`src/rtl/pipe_pkg.sv`:
```
// rtl/pipe_pkg.sv - shared types and helpers for the skid-buffered pipeline chain
package pipe_pkg;

    typedef enum logic [1:0] {
        EMPTY = 2'd0,
        ONE   = 2'd1,
        TWO   = 2'd2
    } skid_state_e;

    // Occupancy counter width able to represent 0..2*stages inclusive.
    function automatic int occ_width(input int stages);
        return $clog2(2 * stages + 1);
    endfunction

endpackage

```
`src/rtl/pipe_skid_chain_if.sv`:
```
// rtl/pipe_skid_chain_if.sv - handshake, flush and occupancy bundle for pipe_skid_chain
interface pipe_skid_chain_if #(
    parameter int DW     = 32,
    parameter int STAGES = 1
) ();
    import pipe_pkg::*;

    localparam int CW = occ_width(STAGES);

    logic          flush_i;
    logic          in_valid_i;
    logic [DW-1:0] in_data_i;
    logic          in_ready_o;
    logic          out_valid_o;
    logic [DW-1:0] out_data_o;
    logic          out_ready_i;
    logic [CW-1:0] count_o;

    modport master (
        output flush_i, in_valid_i, in_data_i, out_ready_i,
        input  in_ready_o, out_valid_o, out_data_o, count_o
    );

    modport slave (
        input  flush_i, in_valid_i, in_data_i, out_ready_i,
        output in_ready_o, out_valid_o, out_data_o, count_o
    );

endinterface

```
`src/rtl/pipe_skid_stage.sv`:
```
// rtl/pipe_skid_stage.sv - one skid-buffered elastic stage with registered ready and valid
module pipe_skid_stage
    import pipe_pkg::*;
#(
    parameter int DW = 32
) (
    input  logic          clk_i,
    input  logic          rst_i,
    input  logic          flush_i,
    input  logic          in_valid_i,
    input  logic [DW-1:0] in_data_i,
    output logic          in_ready_o,
    output logic          out_valid_o,
    output logic [DW-1:0] out_data_o,
    input  logic          out_ready_i
);

    skid_state_e   state_q;
    skid_state_e   state_d;
    logic [DW-1:0] main_data_q;
    logic [DW-1:0] skid_data_q;
    logic          ready_q;
    logic          valid_q;
    logic          push;
    logic          pop;
    logic          load_main;
    logic          load_skid;
    logic          move_skid;

    // Ready and valid are separate flops so neither output decodes state combinationally.
    assign push        = in_valid_i & ready_q;
    assign pop         = valid_q & out_ready_i;
    assign in_ready_o  = ready_q;
    assign out_valid_o = valid_q;
    assign out_data_o  = main_data_q;

    // Next-state and payload load selection; flush kills every transfer into this stage.
    always_comb begin
        state_d   = state_q;
        load_main = 1'b0;
        load_skid = 1'b0;
        move_skid = 1'b0;
        unique case (state_q)
            EMPTY: begin
                if (push) begin
                    state_d   = ONE;
                    load_main = 1'b1;
                end
            end
            ONE: begin
                if (push && pop) begin
                    load_main = 1'b1;
                end else if (push) begin
                    state_d   = TWO;
                    load_skid = 1'b1;
                end else if (pop) begin
                    state_d = EMPTY;
                end
            end
            TWO: begin
                if (pop) begin
                    state_d   = ONE;
                    move_skid = 1'b1;
                end
            end
            default: state_d = EMPTY;
        endcase
        if (flush_i) begin
            state_d   = EMPTY;
            load_main = 1'b0;
            load_skid = 1'b0;
            move_skid = 1'b0;
        end
    end

    // State register with ready/valid flops precomputed from the next state.
    always_ff @(posedge clk_i) begin
        if (rst_i) begin
            state_q <= EMPTY;
            ready_q <= 1'b1;
            valid_q <= 1'b0;
        end else begin
            state_q <= state_d;
            ready_q <= (state_d != TWO);
            valid_q <= (state_d != EMPTY);
        end
    end

    // Payload registers change only on a push or a skid-to-main move.
    always_ff @(posedge clk_i) begin
        if (rst_i) begin
            main_data_q <= '0;
            skid_data_q <= '0;
        end else begin
            if (load_main) begin
                main_data_q <= in_data_i;
            end else if (move_skid) begin
                main_data_q <= skid_data_q;
            end
            if (load_skid) begin
                skid_data_q <= in_data_i;
            end
        end
    end

endmodule

```
`src/rtl/pipe_skid_chain.sv`:
```
// rtl/pipe_skid_chain.sv - chain of STAGES skid stages with flush and occupancy count
module pipe_skid_chain
    import pipe_pkg::*;
#(
    parameter int DW     = 32,
    parameter int STAGES = 1
) (
    input  logic               clk_i,
    input  logic               rst_i,
    pipe_skid_chain_if.slave   bus
);

    localparam int             CW        = occ_width(STAGES);
    localparam logic [CW-1:0]  MAX_COUNT = CW'(2 * STAGES);

    logic          link_valid [STAGES+1];
    logic          link_ready [STAGES+1];
    logic [DW-1:0] link_data  [STAGES+1];
    logic          kill;
    logic          in_push;
    logic          out_pop;
    logic [CW-1:0] count_q;

    assign kill               = bus.flush_i;
    assign link_valid[0]      = bus.in_valid_i;
    assign link_data[0]       = bus.in_data_i;
    assign link_ready[STAGES] = bus.out_ready_i;
    assign bus.in_ready_o     = link_ready[0];
    assign bus.out_valid_o    = link_valid[STAGES];
    assign bus.out_data_o     = link_data[STAGES];
    assign bus.count_o        = count_q;

    generate
        for (genvar k = 0; k < STAGES; k++) begin : g_stage
            pipe_skid_stage #(.DW(DW)) u_stage (
                .clk_i       (clk_i),
                .rst_i       (rst_i),
                .flush_i     (kill),
                .in_valid_i  (link_valid[k]),
                .in_data_i   (link_data[k]),
                .in_ready_o  (link_ready[k]),
                .out_valid_o (link_valid[k+1]),
                .out_data_o  (link_data[k+1]),
                .out_ready_i (link_ready[k+1])
            );
        end
    endgenerate

    assign in_push = link_valid[0] & link_ready[0];
    assign out_pop = link_valid[STAGES] & link_ready[STAGES];

    // Aggregate occupancy: pushes at the head minus pops at the tail, cleared by flush.
    always_ff @(posedge clk_i) begin
        if (rst_i) begin
            count_q <= '0;
        end else if (kill) begin
            count_q <= '0;
        end else if (in_push && !out_pop) begin
            count_q <= count_q + 1'b1;
        end else if (!in_push && out_pop) begin
            count_q <= count_q - 1'b1;
        end
    end

    a_count_bound: assert property (@(posedge clk_i) disable iff (rst_i) count_q <= MAX_COUNT);

endmodule
```
`src/flat_wrapper.sv`:
```
// flat-port wrapper written by rule: the top's interface ports become plain ports
module pipe_skid_chain_flat import pipe_pkg::*;
#(
    parameter int DW     = 32,
    parameter int STAGES = 1
)
  (clk_i, rst_i, bus_flush_i, bus_in_valid_i, bus_in_data_i, bus_out_ready_i, bus_in_ready_o, bus_out_valid_o, bus_out_data_o, bus_count_o);
  pipe_skid_chain_if #(.DW(DW), .STAGES(STAGES)) bus_i ();
  input  logic clk_i;
  input  logic rst_i;
  input wire logic [$bits(bus_i.flush_i)-1:0] bus_flush_i;
  input wire logic [$bits(bus_i.in_valid_i)-1:0] bus_in_valid_i;
  input wire logic [$bits(bus_i.in_data_i)-1:0] bus_in_data_i;
  input wire logic [$bits(bus_i.out_ready_i)-1:0] bus_out_ready_i;
  output wire logic [$bits(bus_i.in_ready_o)-1:0] bus_in_ready_o;
  output wire logic [$bits(bus_i.out_valid_o)-1:0] bus_out_valid_o;
  output wire logic [$bits(bus_i.out_data_o)-1:0] bus_out_data_o;
  output wire logic [$bits(bus_i.count_o)-1:0] bus_count_o;
  assign bus_i.flush_i = bus_flush_i;
  assign bus_i.in_valid_i = bus_in_valid_i;
  assign bus_i.in_data_i = bus_in_data_i;
  assign bus_i.out_ready_i = bus_out_ready_i;
  assign bus_in_ready_o = bus_i.in_ready_o;
  assign bus_out_valid_o = bus_i.out_valid_o;
  assign bus_out_data_o = bus_i.out_data_o;
  assign bus_count_o = bus_i.count_o;
  pipe_skid_chain #(.DW(DW), .STAGES(STAGES)) u_core (.clk_i(clk_i), .rst_i(rst_i), .bus(bus_i));
endmodule
```
`config.mk`:
```
export PLATFORM = sky130hd
export DESIGN_NAME = pipe_skid_chain_flat
export DESIGN_NICKNAME = d
export VERILOG_FILES = /design/src/rtl/pipe_pkg.sv /design/src/rtl/pipe_skid_chain_if.sv /design/src/rtl/pipe_skid_stage.sv /design/src/rtl/pipe_skid_chain.sv /design/src/flat_wrapper.sv
export SDC_FILE = /design/constraint.sdc
export NUM_CORES = 1
export LEC_CHECK = 0
export ABC_AREA = 1
export CAP_MARGIN = 30
export CORE_ASPECT_RATIO = 1.25
export CORE_MARGIN = 4
export CORE_UTILIZATION = 40
export DETAILED_ROUTE_END_ITERATION = 6
export GPL_TIMING_DRIVEN = 0
export HOLD_SLACK_MARGIN = 0.03
export PLACE_DENSITY = 0.66
export SYNTH_ARGS = -nofsm -noshare
export SYNTH_HDL_FRONTEND = slang
export SYNTH_SLANG_ARGS = --single-unit
```
`constraint.sdc`:
```
create_clock -name clk_i -period 3.75 [get_ports clk_i]
set_clock_uncertainty 0.15 [all_clocks]
set_input_delay 0.75 -clock clk_i [delete_from_list [all_inputs] [get_ports clk_i]]
set_output_delay 0.75 -clock clk_i [all_outputs]
set_load 0.05 [all_outputs]
```
==> results.yml <==
synthesis:
  ys_async_sr_fraction_pct: 0
  synth.most_common_cell: "nor2_1"
  yosysWarnings: 0
  synth_flop_cell: "dfxtp_1"
  synth_compound_area_share_pct: 5.20
  synth-seq-cells: 70
  synth_top_area_share_pct: 42.8
  synth_xor_area_share_pct: 0
  synth.avg_cell_area_um2: 6.66
  yosys.area_share.simple_pct: 41.3
  synth-seq-area-share_pct: 42.8
  yosysUniqueCellTypes: 22
  synth_nets: 529
  synth_top_family_by_area: "simple AND/OR/NAND/NOR gates"
  yosys-mux-area-fraction_pct: 0
  yosys.area.top_type: "dfxtp_1"
  synthAdderAreaFrac_pct: 0.382
  netlist_area_mm2: 0.00327
  ys_top_cells_by_count: "nor2_1 (161), nand2_1 (106), dfxtp_1 (70)"
  synthCells: 491
  ys_top_cells_by_area: "dfxtp_1 (43%), nor2_1 (18%), nand2_1 (12%), nand3b_1 (7.3%), o21ai_0 (4.9%)"
  synth-edff-count: 0
setup_path:
  cp-start-kind: "flop"
  slowest_delay_ns: 0.81
  path_max_fanout: 2
  cp.arrival_ns: 1.51
  path_cells: "clkdlybuf4s50_1"
  end_kind: "output port"
  crit_family: "buffers and inverters"
  path_buf_inv: 1
  worstPathRequired_ns: 2.85
  crit_slowest_cell: "clkdlybuf4s50_1"
  path_class: "flop to output port"
clock_network:
  cts_tree: "done"
  h-tree-depth: 3
  cts_setup_buffers: 0
  cts_made_buffers: 9
  clk_pin_slew_ns: 0.07
  cts_hold_buf: 0
  cts_root_buf: "clkbuf_8"
  clock-sinks: 70
  cts_buffer_depth: 2
  cts_resized: 0
  clock_latency_ns: 0.35
power:
  p_per_area_mw_per_mm2: 432
  p_leak_nw: 1.97
  peakVddDrop_mv: 0.220
sta:
  fin_setup_tns_ns: 0
  rsz0062_at_grt: "no"
  fin_ws_ns: 1.34
  drv_slew: 0
  finalSetupViolCount: 0
  worstMarginPinSlew_ns: 0.503
  maxSlewHeadroom_pct: 66.4
  finalHoldViolations: 0
  period_share_pct: 64.4
  fmax_ghz: 0.414
  final.min_clock_period_ns: 2.41
placement:
  gp_congestion: 0.783
  port-buffer-count: 72
  hpwl_mm: 5.86
  place_ws_ns: 1.24
finish:
  num_antenna_cells: 0
  seqCellArea_mm2: 0.00140
  drive_above_1_share_pct: 7.61
  fin_nets: 612
  nFillCells: 780
  synthToLayoutAreaGrowth_pct: 32.8
  multi_input_comb_area_mm2: 0.00153
global_routing:
  grt_pass1_wl_mm: 13.6
  grt_overflow: 0
  grt_pass1_vias: 3004
  antenna_found_initial: 0
  track_usage_pct: 18.0
  grt_start_max_net_pins: 13
drt:
  vias_per_cell: 4.66
  drt-initial-drc-count: 134
  routedWlPerCell_um: 12.0
  wl_mm: 8.07
  drc: 0
  first_pass_iters: 4
  num_vias: 3135
  postRouteAntennaNets: 0
die:
  die_w_um: 88.9
  dieHeight_um: 109
  core_mm2: 0.00788
  num_io_pins: 73
  start_util_pct: 41.5
  rows: 36
  fp.dieArea_mm2: 0.00970
run_status:
  outcome: "completed"
flow_run:
  maxCapViolations: 0
hold_path:
  min_path_type: "flop to flop"
[sequential cells by signal, summed over array words and instances (netlist names)]
| name | flops |
|---|---|
| u_core.g_stage.u_stage.skid_data_q | 32 |
| u_core.g_stage.u_stage.state_q | 2 |
| u_core.g_stage.u_stage.in_ready_o | 1 |
| u_core.bus.count_o | 2 |
| u_core.g_stage.u_stage.out_data_o | 32 |
| u_core.g_stage.u_stage.out_valid_o | 1 |
[metrics by stage]
step                power [mW]  instances  hold slack (ns)  utilization, %  area (um^2)
finish                    1.88        673            0.334            55.1         4350
global route              1.96        673            0.363            55.1         4350
CTS                       1.90        673            0.339            55.1         4350
detailed placement        1.16        658            0.324            52.2         4110
global placement          1.16        658            0.312            52.2         4110
floorplan                 1.04        491            0.305               -         3270
[power breakdown]
part	switching, mW	internal [mW]
logic	0.211	0.141
registers	0.0157	0.777
clock network	0.292	0.442
[placed cells by master, fill, tap and decap left out, drive strengths merged]
cell	n
nand2	108
or2	2
nor3b	1
bufinv	3
ha	1
o21ai	32
a21oi	2
nand3	6
nand4	1
clkdlybuf4s50	72
dfxtp	70
clkbuf	20
inv	45
nor2	163
buf	19
nand3b	32
clkinv	1
[final timing paths]
| path | to | depth (start not counted) | slack [ns] | start |
|---|---|---|---|---|
| max | bus_out_data_o[5] | 1 | 1.34 | u_core.g_stage[0].u_stage.out_data_o[5] |
| min | u_core.g_stage[0].u_stage.skid_data_q[13] | 2 | 0.33 | u_core.g_stage[0].u_stage.skid_data_q[13] |
| max reg2reg | u_core.g_stage[0].u_stage.out_data_o[15] | 8 | 2.15 | u_core.g_stage[0].u_stage.state_q[1] |
| min reg2reg | u_core.g_stage[0].u_stage.skid_data_q[13] | 2 | 0.33 | u_core.g_stage[0].u_stage.skid_data_q[13] |
[layer usage]
layer / part of all wire [%] / GRT usage, % / up-vias
met1: 44 / 22.4 / 1403
li1: - / - / 1653
met4: 1.5 / 8.53 / 0
met5: 0 / 0 / -
met2: 49 / 29.6 / 71
met3: 5.2 / 3.10 / 8
[layout make-up]
type	instances	area share, %
plain buffers	29	3.94
clock buffers	10	2.94
clock inverters	5	2.48
inverters	44	3.80
multi-input cells	348	35.3
flip-flops and latches	70	32.2
well taps	95	2.73
repair buffers	72	16.6
[cell families after synthesis]
logic type                 Yosys count
buffers and inverters               73
AOI/OAI and AO/OA                   34
and+or+nand+nor                    313
DFF                                 70
adders and majority gates            1
Power figures use the tool's default switching activity.
